--- src/rtl/cdc_rd_arbiter_pkg.sv ---
// Shared definitions for the CDC read arbiter: FSM encoding, width constants, round-robin step.
package cdc_rd_arbiter_pkg;

  typedef enum logic {
    ST_IDLE  = 1'b0,
    ST_GRANT = 1'b1
  } arb_state_e;

  localparam int BEAT_CNT_W = 8;

  function automatic int ch_width(input int num_ch);
    return (num_ch > 1) ? $clog2(num_ch) : 1;
  endfunction

  function automatic int rr_next(input int idx, input int num_ch);
    return (idx + 1) % num_ch;
  endfunction

endpackage

--- src/rtl/cdc_rd_arbiter_rr_sel.sv ---
// Round-robin channel selector, purely combinational: searches upward from ptr+1.
// With prioEn, channel 0 wins outright and the others rotate among themselves.
module cdc_rd_arbiter_rr_sel
  import cdc_rd_arbiter_pkg::*;
#(
  parameter int NUM_CH = 4,
  parameter int CH_W   = ch_width(NUM_CH)
) (
  input  logic [NUM_CH-1:0] req,
  input  logic [CH_W-1:0]   ptr,
  input  logic              prioEn,
  output logic [CH_W-1:0]   grant,
  output logic              found
);

  logic [NUM_CH-1:0] req_rr;
  int                cand;

  always_comb begin
    req_rr = req;
    grant  = '0;
    found  = 1'b0;
    cand   = int'(ptr);
    if (prioEn) begin
      req_rr[0] = 1'b0;
      found     = req[0];
    end
    for (int k = 0; k < NUM_CH; k++) begin
      cand = rr_next(cand, NUM_CH);
      if (!found && req_rr[cand[CH_W-1:0]]) begin
        found = 1'b1;
        grant = cand[CH_W-1:0];
      end
    end
  end

endmodule

--- src/rtl/cdc_rd_arbiter.sv ---
// Merges NUM_CH CDC FIFO read channels into one registered beat stream; grant->chReady 1 cycle, beat->outValid 1 cycle.
// Stalls on !outReady while holding the output beat; channel 0 priority when CDC_RD_ARB_PRIO_EN is defined.
module cdc_rd_arbiter
  import cdc_rd_arbiter_pkg::*;
#(
  parameter int  NUM_CH     = 4,
  parameter int  DATA_WIDTH = 32,
  parameter int  MAX_BURST  = 8,
  parameter int  FAMILY     = 16,
  localparam int CH_W       = ch_width(NUM_CH)
) (
  input  logic                         clk,
  input  logic                         rst,
  input  logic                         terminate,
  input  logic [NUM_CH-1:0]            chValid,
  input  logic [NUM_CH*DATA_WIDTH-1:0] chData,
  input  logic [NUM_CH-1:0]            chLast,
  output logic [NUM_CH-1:0]            chReady,
  output logic                         outValid,
  output logic [DATA_WIDTH-1:0]        outData,
  output logic                         outLast,
  output logic [CH_W-1:0]              outCh,
  input  logic                         outReady,
  output logic                         busy
);

  if (NUM_CH < 2 || NUM_CH > 8 || MAX_BURST < 1 || MAX_BURST > 255 || FAMILY < 0) begin : g_param_check
    $error("cdc_rd_arbiter: parameter out of legal range");
  end

`ifdef CDC_RD_ARB_PRIO_EN
  localparam logic PRIO_EN = 1'b1;
`else
  localparam logic PRIO_EN = 1'b0;
`endif

  arb_state_e             state_q;
  logic [CH_W-1:0]        ptr_q;
  logic [CH_W-1:0]        grant_q;
  logic [BEAT_CNT_W-1:0]  beat_cnt_q;
  logic [BEAT_CNT_W-1:0]  beat_cnt_d;
  logic                   out_valid_q;
  logic [DATA_WIDTH-1:0]  out_data_q;
  logic                   out_last_q;
  logic [CH_W-1:0]        out_ch_q;

  logic [CH_W-1:0]        sel_grant;
  logic                   sel_found;
  logic                   beat_ok;
  logic                   accept;
  logic                   grant_last;
  logic                   burst_end;
  logic [DATA_WIDTH-1:0]  grant_data;

  cdc_rd_arbiter_rr_sel #(
    .NUM_CH (NUM_CH),
    .CH_W   (CH_W)
  ) u_rr_sel (
    .req    (chValid),
    .ptr    (ptr_q),
    .prioEn (PRIO_EN),
    .grant  (sel_grant),
    .found  (sel_found)
  );

  // rst gates chReady so an abandoned burst never pulls another beat during reset.
  assign beat_ok    = (state_q == ST_GRANT) & (!out_valid_q | outReady) & !terminate & rst;
  assign accept     = chValid[grant_q] & beat_ok;
  assign grant_last = chLast[grant_q];
  assign grant_data = chData[int'(grant_q)*DATA_WIDTH +: DATA_WIDTH];
  assign burst_end  = grant_last | (beat_cnt_q == BEAT_CNT_W'(MAX_BURST - 1));
  assign beat_cnt_d = beat_cnt_q + BEAT_CNT_W'(1);

  always_comb begin
    chReady          = '0;
    chReady[grant_q] = beat_ok;
  end

  always_ff @(posedge clk) begin
    if (!rst) begin
      state_q     <= ST_IDLE;
      ptr_q       <= CH_W'(NUM_CH - 1);
      grant_q     <= '0;
      beat_cnt_q  <= '0;
      out_valid_q <= 1'b0;
      out_data_q  <= '0;
      out_last_q  <= 1'b0;
      out_ch_q    <= '0;
    end else if (terminate) begin
      state_q     <= ST_IDLE;
      out_valid_q <= 1'b0;
      beat_cnt_q  <= '0;
    end else begin
      if (accept) begin
        out_valid_q <= 1'b1;
        out_data_q  <= grant_data;
        out_last_q  <= grant_last;
        out_ch_q    <= grant_q;
      end else if (outReady) begin
        out_valid_q <= 1'b0;
      end
      case (state_q)
        ST_IDLE: begin
          if (sel_found) begin
            state_q    <= ST_GRANT;
            grant_q    <= sel_grant;
            beat_cnt_q <= '0;
            // A priority win by channel 0 must not disturb the rotation of the others.
            if (!(PRIO_EN && sel_grant == '0)) ptr_q <= sel_grant;
          end
        end
        ST_GRANT: begin
          if (accept) begin
            beat_cnt_q <= beat_cnt_d;
            if (burst_end) state_q <= ST_IDLE;
          end
        end
        default: state_q <= ST_IDLE;
      endcase
    end
  end

  assign outValid = out_valid_q;
  assign outData  = out_data_q;
  assign outLast  = out_last_q;
  assign outCh    = out_ch_q;
  assign busy     = (state_q == ST_GRANT);

endmodule

--- config.mk ---
export PLATFORM = sky130hd
export DESIGN_NAME = cdc_rd_arbiter
export DESIGN_NICKNAME = d
export VERILOG_FILES = /design/src/rtl/cdc_rd_arbiter_pkg.sv /design/src/rtl/cdc_rd_arbiter_rr_sel.sv /design/src/rtl/cdc_rd_arbiter.sv
export SDC_FILE = /design/constraint.sdc
export NUM_CORES = 1
export LEC_CHECK = 0
export CAP_MARGIN = 20
export CORE_MARGIN = 4
export CORE_UTILIZATION = 37
export CTS_CLUSTER_DIAMETER = 100
export CTS_CLUSTER_SIZE = 25
export DETAILED_ROUTE_END_ITERATION = 10
export PLACE_DENSITY = 0.91
export REMOVE_ABC_BUFFERS = 1
export SYNTH_ARGS = -nofsm -noshare
export SYNTH_HDL_FRONTEND = slang
export SYNTH_SLANG_ARGS = --single-unit
--- constraint.sdc ---
create_clock -name clk -period 1.9 [get_ports clk]
set_input_delay 0.38 -clock clk [delete_from_list [all_inputs] [get_ports clk]]
set_output_delay 0.38 -clock clk [all_outputs]
set_load 0.1 [all_outputs]
==> summary.md <==
| Metric | Value |
|---|---|
| I/O pin total | around 180 |
| Ys async rst share | 0% |
| First-pass GRT wire length | 14400 microns |
| Post-route cell area | 4930 sq um |
| Max-cap viol count | 0 |
| Synth top area share | a little over a third |
| Critical Path Max Stage Delay | 320 ps |
| Synthesized cell area | approximately 2800 sq um |
| Cell variety after synth | 36 |
| FF-to-FF End | beat_cnt_q[7] |
| WL met1 | roughly 3200 microns |
| Area Growth Syn to Fin | 78.0% |
| Pre-CTS setup slack | -273 ps |
| Chip width | between 90 and 100 microns |
| Minimum clock period | ~1800 ps |
| Outcome | complete, no violations |
| Slew @ Worst Pin | ~390 ps |
| Worst r2r path cells | 6 |
| Reg-to-Reg Start | busy |
| Met3 wire len | approximately 700 microns |
| Drt pass-1 iters | 4 |
| Req. time, crit path | between 1500 and 2000 ps |
| HP Start | outLast |
| Drt wl/cell | 16.7 microns |
| Diode count | 0 |
| Root Driver | clkbuf_8 |
| Worst Path Arrival | about 1500 ps |
| Clk pin slew, worst setup/hold paths | approximately 80 ps |
| Met2 routed WL | between 5000 and 6000 microns |
| CP delay by family, top | simple AND/OR/NAND/NOR gates |
| Yosys reg bits | 49 |
| Initial drt markers | 136 |
| Final hold slack | about 460 ps |
| Num rows | 31 |
| Register area share after synthesis | between 30% and 40% |
| DRC violations left | 0 |
| Final Cycle Share | a little over nine tenths |
| CP Launch Type | input pin |
| Die height | 94.5 microns |
| Routability congestion estimate | approximately 0.73 |
| CP Capture Type | primary output |
| Die ar. | 8940 sq um |
| ANT nets after route | 0 |
| Slowest CP cell | and3b_2 |
| Tot GR Track Use | 20.8% |
| Worst slew margin | roughly 74% |
| EDFF count, synth | 0 |
| Total of warnings raised by yosys | 0 |
| Most common cell in the netlist | nand2_1 |
| FILL cells | about 550 |
| # clock sinks | between 40 and 50 |
| Slew Limit Fails | 0 |
| Vias | 3000 |
| Gate Count Post-Synth | about 280 |
| Vias in the first global route | between 3k and 4k |
| Crit path capture | chReady[2] |
| Final wirelength | between 9000 and 10000 microns |
| Critical path class | in -> out |
| Post-route setup slack | approximately 72 ps |
| Setup violators final | 0 |
| Unrepaired setup endpoints after global routing | no |
| Top_reg_cell synth | dfxtp_1 |
| Core area | ~7300 sq um |
| CP bufs+invs | 3 |
| Top Metal Used | met4 |
| Final Util | 68.0% |
| R2R setup slack | ~230 ps |
| Avg Synthesized Cell Area | between 9 and 10 sq um |
| Initial antenna violation count | 0 |
| Post-layout nets | slightly above 600 |
| Number of H-tree levels | 2 |
| DP Wirelength | 7940 microns |
| CP Depth | 6 |
| Worst-Skew Late Latency | roughly 300 ps |
| CP max FO | 3 |
| Cell taking the most area after synthesis | dfxtp_1 |
| Initial Util | around two fifths |
| Clock buffer count from CTS | 5 |
| Crit path from | terminate |
| Static leakage | ~2 nW |
| I/O Buffers | 180 |
| Largest net degree at the start of global routing | 41 |
| Share of cells above drive strength 1 | about a quarter |
| CTS tree | done |
| Crit-path cells | clkdlybuf4s15_1, and3b_2, nand2_4, nor3b_2, buf_4, buf_12 |
| Clk_skew | 7.42 ps |
| Final hold vios | 0 |
| Maximum clock rate | 547 MHz |
| Hold Crit Class | reg -> reg |
| Top cells by count, synth | nand2_1 (76), dfxtp_1 (49), nand3_1 (38) |
| Vias/cell | 5.24 |
| Remaining global-route overflow | 0 |
| Max VDD drop | between 0.0002 and 0.0003 V |
| Buffer depth of the longest clock path | 2 |
| Power Density | 521 nW/um^2 |
| Area contributors post-synth | dfxtp_1 (35%), mux4_2 (28%), nand2_1 (10%) |
| Dpl cell area | between 4000 and 5000 sq um |
stage by stage:
| step | setup TNS [ps] | power [mW] | instances |
|---|---|---|---|
| CTS | 0 | 2.59 | 572 |
| detailed placement | -8930 | 1.97 | 564 |
| finish | 0 | 2.57 | 573 |
| floorplan | -60080 | 1.53 | 261 |
| global placement | -7060 | 1.95 | 564 |
| global route | 0 | 2.67 | 573 |
worst register-to-register path: stages (launching register included):
cell	delay [ps]
dfxtp_4	360
and3b_2	250
buf_6	120
buf_4	130
nand3_4	140
or4_1	430
a21oi_1	180
cells in the final DEF, fill, tap and decap left out, types with 3 or more instances in the layout:
cell	netlist	layout
o21ai_1	4	4
buf_4	3	55
nand4_1	6	6
clkbuf_8	0	6
buf_12	0	10
clkdlybuf4s50_1	0	136
nand2_1	76	75
and3_1	5	5
dfxtp_1	49	46
nor2_1	6	6
mux4_2	34	34
nand3_1	38	38
nor3_1	3	3
a21oi_1	5	5
worst min-delay path by stage:
stage / to / slack, ps / depth (start not counted)
2_1_floorplan: beat_cnt_q[7] / 450 / 2
5_1_grt: outData[15] / 480 / 2
6_report: outLast / 460 / 2
4_1_cts: outData[15] / 460 / 2
3_5_place_dp: outData[29] / 450 / 2
3_3_place_gp: outData[17] / 440 / 2
metal layers:
metal / track usage (%) / vias to the layer above
met3: 5.58 / 19
met2: 40.8 / 132
met5: 0 / -
met4: 7.33 / 0
met1: 20.7 / 1427
li1: - / 1422
power breakdown:
part	leakage (nW)	internal (mW)	switching, mW
registers	0.398	1.06	0.0268
logic	1.59	0.485	0.379
clock network	0.0433	0.288	0.332
total	2.03	1.83	0.738
registers in the layout, indices dropped and copies added, names as in the netlist:
signal and cells:
outLast 1, grant_q 2, outValid 1, outCh 2, beat_cnt_q 8, outData 32
ptr_q 2, busy 1
what timing repair did:
item | CTS | global route
cloned | 0 | 0
pin swaps | 1 | 4
gates resized for setup | 11 | 6
hold buffers | 0 | 0
setup buffers | 1 | 1
hold endpoints to repair | 0 | 0
endpoints found under the setup margin | 4 | 14
layout make-up:
cell class | count | area [sq um] | area share, %
sequential | 49 | 987 | 20.0
clock buffer | 6 | 82.6 | 1.67
clock inverter | 1 | 7.51 | 0.152
multi-input combinational | 211 | 1700 | 34.5
timing repair buffer | 206 | 2030 | 41.1
inverter | 1 | 3.75 | 0.0761
tap | 99 | 124 | 2.51
kinds of logic (layout without fill, tap and decap cells):
group / after synthesis / count (layout) / share of synthesized area [%]
AND/OR/NAND/NOR: 155 / 155 / 26.8
flip-flops: 49 / 49 / 35.4
multiplexers: 36 / 36 / 28.4
buffers and inverters: 23 / 214 / 4.74
AO/OA/AOI/OAI: 17 / 17 / 3.66
XOR/XNOR: 2 / 2 / 0.632
adder cells (fa/ha/maj): 1 / 1 / 0.451
Note: power is estimated with default switching activity, not from simulation.
